File: src/rtl/load_store_unit.sv
// Load/store unit: accepts one core data request at a time, drives the one-cycle-latency
// Memory block, and returns a formatted response pulse.
module load_store_unit #(
  parameter int unsigned MEM_WORDS = 256
) (
  input  logic        clk,
  input  logic        resetn,
  input  logic        req_valid,
  output logic        req_ready,
  input  logic        req_we,
  input  logic [2:0]  req_funct3,
  input  logic [31:0] req_addr,
  input  logic [31:0] req_wdata,
  output logic        rsp_valid,
  output logic [31:0] rsp_rdata,
  output logic        rsp_err,
  output logic [31:0] mem_addr,
  output logic        mem_rstrb,
  output logic [31:0] mem_wdata,
  output logic [3:0]  mem_wmask,
  input  logic [31:0] mem_rdata
);

  typedef enum logic [1:0] {StIdle, StIssue, StCapture, StResp} state_e;

  state_e      state_q, state_d;
  logic        we_q;
  logic [2:0]  funct3_q;
  logic [1:0]  off_q;
  logic        err_q;
  logic [31:0] rdata_q;
  logic [31:0] mem_addr_q;
  logic [31:0] mem_wdata_q;

  logic        accept;
  logic        req_err;
  logic        illegal;
  logic        misalign;
  logic        out_of_range;
  logic [31:0] store_data;
  logic [7:0]  lane_b;
  logic [15:0] lane_h;
  logic [31:0] load_data;

  assign accept = req_valid && (state_q == StIdle);

  // Classify the incoming request and pre-format store data.
  always_comb begin
    illegal      = req_we ? (req_funct3 >= 3'b011)
                          : ((req_funct3 == 3'b011) || (req_funct3[2:1] == 2'b11));
    misalign     = ((req_funct3[1:0] == 2'b01) && req_addr[0]) ||
                   ((req_funct3[1:0] == 2'b10) && (req_addr[1:0] != 2'b00));
    out_of_range = {2'b00, req_addr[31:2]} >= MEM_WORDS;
    req_err      = illegal || misalign || out_of_range;
    unique case (req_funct3[1:0])
      2'b00:   store_data = {4{req_wdata[7:0]}};
      2'b01:   store_data = {2{req_wdata[15:0]}};
      default: store_data = req_wdata;
    endcase
  end

  // Select the addressed lane from Memory read data and extend it.
  always_comb begin
    unique case (off_q)
      2'd0:    lane_b = mem_rdata[7:0];
      2'd1:    lane_b = mem_rdata[15:8];
      2'd2:    lane_b = mem_rdata[23:16];
      default: lane_b = mem_rdata[31:24];
    endcase
    lane_h = off_q[1] ? mem_rdata[31:16] : mem_rdata[15:0];
    unique case (funct3_q)
      3'b000:  load_data = {{24{lane_b[7]}}, lane_b};
      3'b001:  load_data = {{16{lane_h[15]}}, lane_h};
      3'b010:  load_data = mem_rdata;
      3'b100:  load_data = {24'h0, lane_b};
      3'b101:  load_data = {16'h0, lane_h};
      default: load_data = 32'h0;
    endcase
  end

  // Next-state and strobe decode; strobes only in StIssue so an async reset kills them at once.
  always_comb begin
    state_d   = state_q;
    req_ready = 1'b0;
    mem_rstrb = 1'b0;
    mem_wmask = 4'b0000;
    rsp_valid = 1'b0;
    unique case (state_q)
      StIdle: begin
        req_ready = 1'b1;
        if (req_valid) state_d = req_err ? StResp : StIssue;
      end
      StIssue: begin
        if (we_q) begin
          unique case (funct3_q[1:0])
            2'b00:   mem_wmask = 4'b0001 << off_q;
            2'b01:   mem_wmask = off_q[1] ? 4'b1100 : 4'b0011;
            default: mem_wmask = 4'b1111;
          endcase
          state_d = StResp;
        end else begin
          mem_rstrb = 1'b1;
          state_d   = StCapture;
        end
      end
      StCapture: state_d = StResp;
      StResp: begin
        rsp_valid = 1'b1;
        state_d   = StIdle;
      end
      default: state_d = StIdle;
    endcase
  end

  // State register.
  always_ff @(posedge clk or negedge resetn) begin
    if (!resetn) state_q <= StIdle;
    else         state_q <= state_d;
  end

  // Request latch and load-data capture; Memory address/data only move for real accesses.
  always_ff @(posedge clk or negedge resetn) begin
    if (!resetn) begin
      we_q        <= 1'b0;
      funct3_q    <= 3'b000;
      off_q       <= 2'b00;
      err_q       <= 1'b0;
      rdata_q     <= 32'h0;
      mem_addr_q  <= 32'h0;
      mem_wdata_q <= 32'h0;
    end else begin
      if (accept) begin
        we_q     <= req_we;
        funct3_q <= req_funct3;
        off_q    <= req_addr[1:0];
        err_q    <= req_err;
        rdata_q  <= 32'h0;
        if (!req_err) mem_addr_q <= {req_addr[31:2], 2'b00};
        if (!req_err && req_we) mem_wdata_q <= store_data;
      end
      if (state_q == StCapture) rdata_q <= load_data;
    end
  end

  assign rsp_err   = rsp_valid & err_q;
  assign rsp_rdata = rsp_valid ? rdata_q : 32'h0;
  assign mem_addr  = mem_addr_q;
  assign mem_wdata = mem_wdata_q;

endmodule

File: config.mk
export PLATFORM = sky130hd
export DESIGN_NAME = load_store_unit
export DESIGN_NICKNAME = d
export VERILOG_FILES = /design/src/rtl/load_store_unit.sv
export SDC_FILE = /design/constraint.sdc
export NUM_CORES = 1
export LEC_CHECK = 0
export ABC_AREA = 1
export BUFFER_PORTS_ARGS = -buffer_cell sky130_fd_sc_hd__buf_2
export CORE_MARGIN = 2
export CORE_UTILIZATION = 50
export DETAILED_ROUTE_END_ITERATION = 8
export GPL_ROUTABILITY_DRIVEN = 1
export PLACE_DENSITY = 0.77
export SYNTH_ARGS = -nofsm -noshare
export SYNTH_HDL_FRONTEND = slang
export SYNTH_SLANG_ARGS = --single-unit
export TNS_END_PERCENT = 20
File: constraint.sdc
create_clock -name clk -period 2.45 [get_ports clk]
set_clock_uncertainty 0.2 [all_clocks]
set_input_delay 0.1225 -clock clk [delete_from_list [all_inputs] [get_ports clk]]
set_output_delay 0.1225 -clock clk [all_outputs]
set_load 0.05 [all_outputs]
; ---- Yosys cells after proc, flatten, opt, wreduce, memory -nomap -nowiden
; Index checks and enable logic that the tools add are counted.
[totals]
out_inout_bits = 104
ramBits = 0
n_memories = 0
input_bits = 103
elab_cells = 66
latch_bits = 0
romBits = 0
regBits = 103
[op_classes]
shifts = 1
multipliers = 0
div = 0
n_addsub = 0
n_bitwise = 2
mux = 20
reduce_logical = 18
n_eq_ne = 15
n_lt_le_gt_ge = 2
[op_table]
columns = cell, count
row1 = one-hot mux 32 bit (5 select lines), 1
row2 = 2-to-1 mux 32 bit, 3
row3 = one-hot mux 32 bit (2 select lines), 1
row4 = >= comparator 30 x 9 -> 1 bit (second input constant), 1
row5 = one-hot mux 8 bit (3 select lines), 1
row6 = 2-to-1 mux 16 bit, 1
row7 = 2-to-1 mux 4 bit, 3
row8 = equality test 2 bit (second input constant), 5
row9 = equality test 2 x 1 -> 1 bit (second input constant), 4
row10 = zero test 2 bit, 4
row11 = one-hot mux 2 bit (4 select lines), 1
row12 = one-hot mux 4 bit (2 select lines), 1
row13 = equality test 3 x 2 -> 1 bit (second input constant), 2
row14 = equality test 3 bit (second input constant), 2
row15 = 2-to-1 mux 1 bit, 6
row16 = logical AND 1 bit, 4
row17 = logical OR 1 bit, 4
row18 = 2-to-1 mux 2 bit, 2
row19 = AND reduction 2 bit, 2
row20 = nonzero test 2 bit, 2
row21 = << shifter 1 x 2 -> 4 bit (first input constant), 1
row22 = equality test 3 x 1 -> 1 bit (second input constant), 1
row23 = >= comparator 3 x 2 -> 1 bit (second input constant), 1
row24 = zero test 3 bit, 1
row25 = other kinds (4), 4

; ---- Logic depth before layout (Yosys ltp)
[logic_depth]
ltp_word = 8
mapped_depth = 10

; ---- Worst setup path before layout
; No wires, ideal clock.
[synth_path]
path_type = register to register
from = reg state_q[0]
to = reg mem_wdata_q[30], in the netlist mem_wdata[30]
arrival_time_ps = 1961
period_less_slack_ps = 2227
stages_incl_launch_ff = 9
required_ps = 2184
slack_ps = 223
path_cell_list = dfrtp_1 inv_1 ha_1 nand2_1 inv_1 buf_2 buf_1 nand4_1 nand2_1
[synth_between]
elab_chain_cells = 3
[synth_rtl]
columns = element, line
row1 = from (decl), 26  ; state_e state_q, state_d;
row2 = from (signal assigned), 117  ; if (!resetn) state_q <= StIdle;
row3 = from (signal assigned), 118  ; else state_q <= state_d;
row4 = zero test 2 bit, 45  ; assign accept = req_valid && (state_q == StIdle);
row5 = logical AND 1 bit, 45
row6 = AND reduction 2 bit (no line), -
row7 = to (signal assigned), 139  ; if (!req_err && req_we) mem_wdata_q <= store_data;
row8 = to (decl), 33  ; logic [31:0] mem_wdata_q;
; Every way passes these cells.
; A chain may end at the register's enable or synchronous reset.

; ---- Final worst setup path
[layout_path]
from = reg off_q[0]
to = out mem_wmask[3]
[layout_between]
elab_chain_cells = 4
[layout_rtl]
columns = element, line
row1 = from (decl), 29  ; logic [1:0] off_q;
row2 = from (signal assigned), 135  ; off_q <= req_addr[1:0];
row3 = << shifter 1 x 2 -> 4 bit, 96  ; 2'b00: mem_wmask = 4'b0001 << off_q;
row4 = one-hot mux 4 bit (2 select lines), 95  ; unique case (funct3_q[1:0])
row5 = 2-to-1 mux 4 bit, 94  ; if (we_q) begin
row6 = 2-to-1 mux 4 bit, 88  ; unique case (state_q)
row7 = to (decl), 20  ; output logic [3:0] mem_wmask,
; Every way passes these cells.

==> results.txt <==
Status: finished, final reports clean
DR WL/cell: 15.1 um
Core Box Area: 10,800 um^2
Reg-to-reg startpoint: state_q[0]
Ys Warns: 0
Layout area overhead: 37.0%
Max-cap check violation count: 0
Pwr Density: 812 nW/um^2
Antenna Nets Post-Route: 0
DIE WIDTH: 109 um
Tot GR Track Use: 29.7%
Crit path largest cell delay: 660 ps
Final min period: 2240 ps
Area leader, netlist: dfrtp_1
I/O pins: 207
Final worst-path cycle share: 91.5%
Die area: 11,900 um^2
GRT Max-Usage Layer: met2
DP HPWL: 11,300 um
Total power: 6.13 mW
Slew Viols, Final: 0
Clock-pin slew on the worst setup and hold paths: 110 ps
Register bit total from synthesis: 103
Worst Path Max Fanout: 14
Crit path cell chain: nand2_1, a21oi_1, buf_2
Die H: 109 um
Peak supply drop: 0.687 mV
First-pass GRT wire length: 27,600 um
Post-synthesis sequential area ratio: 46.8%
Initial Util: 51.1%
Critical Path Sink Type: output port
Synth cell types: 28
Critical Path Start: off_q[0]
Least-Margin Pin Slew: 637 ps
Startpoint Class: register
Worst hold path class: in -> reg
Antenna diodes: 0
Port bufs: 204
Final setup fails: 0
Instance area at placement: 6580 um^2
Pre-antenna DRT Iters: 5
GR Util met2: 48.2%
Leakage power total: 4.63 nW
CTS HTree Levels: 3
Bufs and invs on worst path: 1
RSZ-0062 raised after global routing: no
HP Start: mem_rdata[6]
Clk buf depth: 2
Drt total wl: 17,500 um
Vias: 6,031
Violation count after the first detailed-route iteration: 436
Clock Sinks: 103
CTS tree: built
Netlist Area Pre-Place: 5510 um^2
Hold Slack: 39.6 ps
Syn Area/Cell: 7.33 um^2
Kind of cell adding the most delay to the critical path: flip-flops
Crit Path Class: reg -> out
Final Hold Fails: 0
Slew headroom: 57.5%
Routability congestion estimate: 0.941
Post-synth top area share: 46.8%
Top cells by area, synth: dfrtp_1, nand2_1, inv_1
Placed Cells: 1,066
Vias in the first global route: 5,840
Share of layout cells above drive strength 1: 24.5%
Num CTS Buffers: 9
Max Fclk: 446 MHz
Nets: 1,119
Antenna violations before repair: 0
Met3 Usage GRT: 6.28%
DR DRC count: 0
Post-route cell area: 7550 um^2
M1 GR Usage: 37.4%
Syn Inst Count: 752
Vias per inst: 5.21
Core Rows: 38
Worst Path Arrival: 1920 ps
Global route overflow: 0
Clk_lat worst skew: 360 ps
Total Neg Setup Slack: 0 ps
Critical-path top delay cell: dfrtp_1
Largest net degree at the start of global routing: 66
Critical Path RT: 2130 ps
Final std cells w/o fill: 1,157
Clk root buf: clkbuf_8
## layout by cell type (no fill, tap or decap), types with 2 or more instances in the layout
| master | instances |
|---|---|
| dlygate4sd3_1 | 75 |
| nand3_1 | 36 |
| ha_1 | 4 |
| nor2_1 | 26 |
| a21boi_1 | 3 |
| buf_4 | 14 |
| dfrtp_1 | 102 |
| buf_2 | 203 |
| clkbuf_8 | 9 |
| a21boi_0 | 19 |
| inv_2 | 4 |
| nand2_1 | 331 |
| o21ai_0 | 43 |
| o211ai_1 | 10 |
| inv_1 | 66 |
| inv_6 | 2 |
| conb_1 | 2 |
| a22oi_1 | 7 |
| nor2_2 | 5 |
| a21oi_1 | 9 |
| nand4_1 | 33 |
## report_power, final
group	leakage [nW]	total [mW]	switching, mW	internal, mW
combinational	3.13	2.80	1.96	0.841
clock	0.105	1.15	0.653	0.498
sequential	1.40	2.18	0.226	1.95
total	4.63	6.13	2.84	3.29
## synthesized netlist by cell type
library cell and count:
o211ai_1 10, buf_6 7, dfrtp_1 103, clkbuf_1 19
nand3_1 36, a21oi_1 9, nor2_2 3, nand4_1 33
nor2_1 28, o21ai_1 1, o21ai_2 1, nand2_1 331
a21boi_1 3, inv_2 3, clkinv_2 1, o21ai_0 43
buf_4 6, nand2_2 1, inv_1 67, buf_1 5
nor2_8 1, a22oi_1 7, buf_2 8, ha_1 4
conb_1 1, a21boi_0 19, clkinv_1 1, nand3_2 1
## registers in the layout, indices dropped and copies added, names as in the netlist
signal / count
err_q: 1
state_q: 2
rdata_q: 32
funct3_q: 3
mem_wdata: 32
we_q: 1
off_q: 2
mem_addr: 30
## kinds of logic (layout without fill, tap and decap cells)
group	Yosys count	after routing	share of synthesized area, %
AOI/OAI and AO/OA	93	93	10.3
adders and majority gates	4	4	0.908
buffers and inverters	117	381	9.53
DFF	103	103	46.8
other	1	2	0.0680
and+or+nand+nor	434	434	32.5
## timing repair
action | CTS | global route
hold buffers | 75 | 0
setup endpoints to repair | 0 | 2
resized for setup | 0 | 2
setup buffers | 0 | 0
endpoints found under the hold margin | 176 | 0
## tightest hold or removal path, stage by stage
cell and delay (ps):
buf_2 90, nand2_1 40, o21ai_0 60, inv_1 40, o21ai_0 100, nand2_1 70, nand2_1 60
## final cells by class
class	count	area, um^2
clock buffers	9	124
clock inverters	7	91.3
flip-flops and latches	103	2580
multi-input cells	533	2420
repair buffers	293	1890
well taps	140	175
fillers	906	3240
inverters	72	272
## worst paths after layout
kind                       slack (ps)            end  cells after the start
max                               210   mem_wmask[3]                      3
min                                40     rdata_q[6]                      7
max reg2reg                       230    mem_addr[3]                      8
min reg2reg                       270  mem_wdata[30]                      2
max in group asynchronous        1330  mem_wdata[16]                      3
min in group asynchronous          50     rdata_q[1]                      2
## metrics by stage
step	setup WS (ps)	utilization, %
4_1_cts	109	69.9
6_report	207	70.0
3_5_place_dp	282	61.0
3_3_place_gp	347	61.0
2_1_floorplan	223	-
5_1_grt	72.0	70.0
## per-layer routing
metal,up-vias,part of all wire (%),routed length (um)
met1,2755,40,6940
met5,-,0,0
met2,326,48,8420
met4,0,3.6,632
met3,51,8.4,1460
li1,2899,-,-
(Power assumes the default switching activity.)
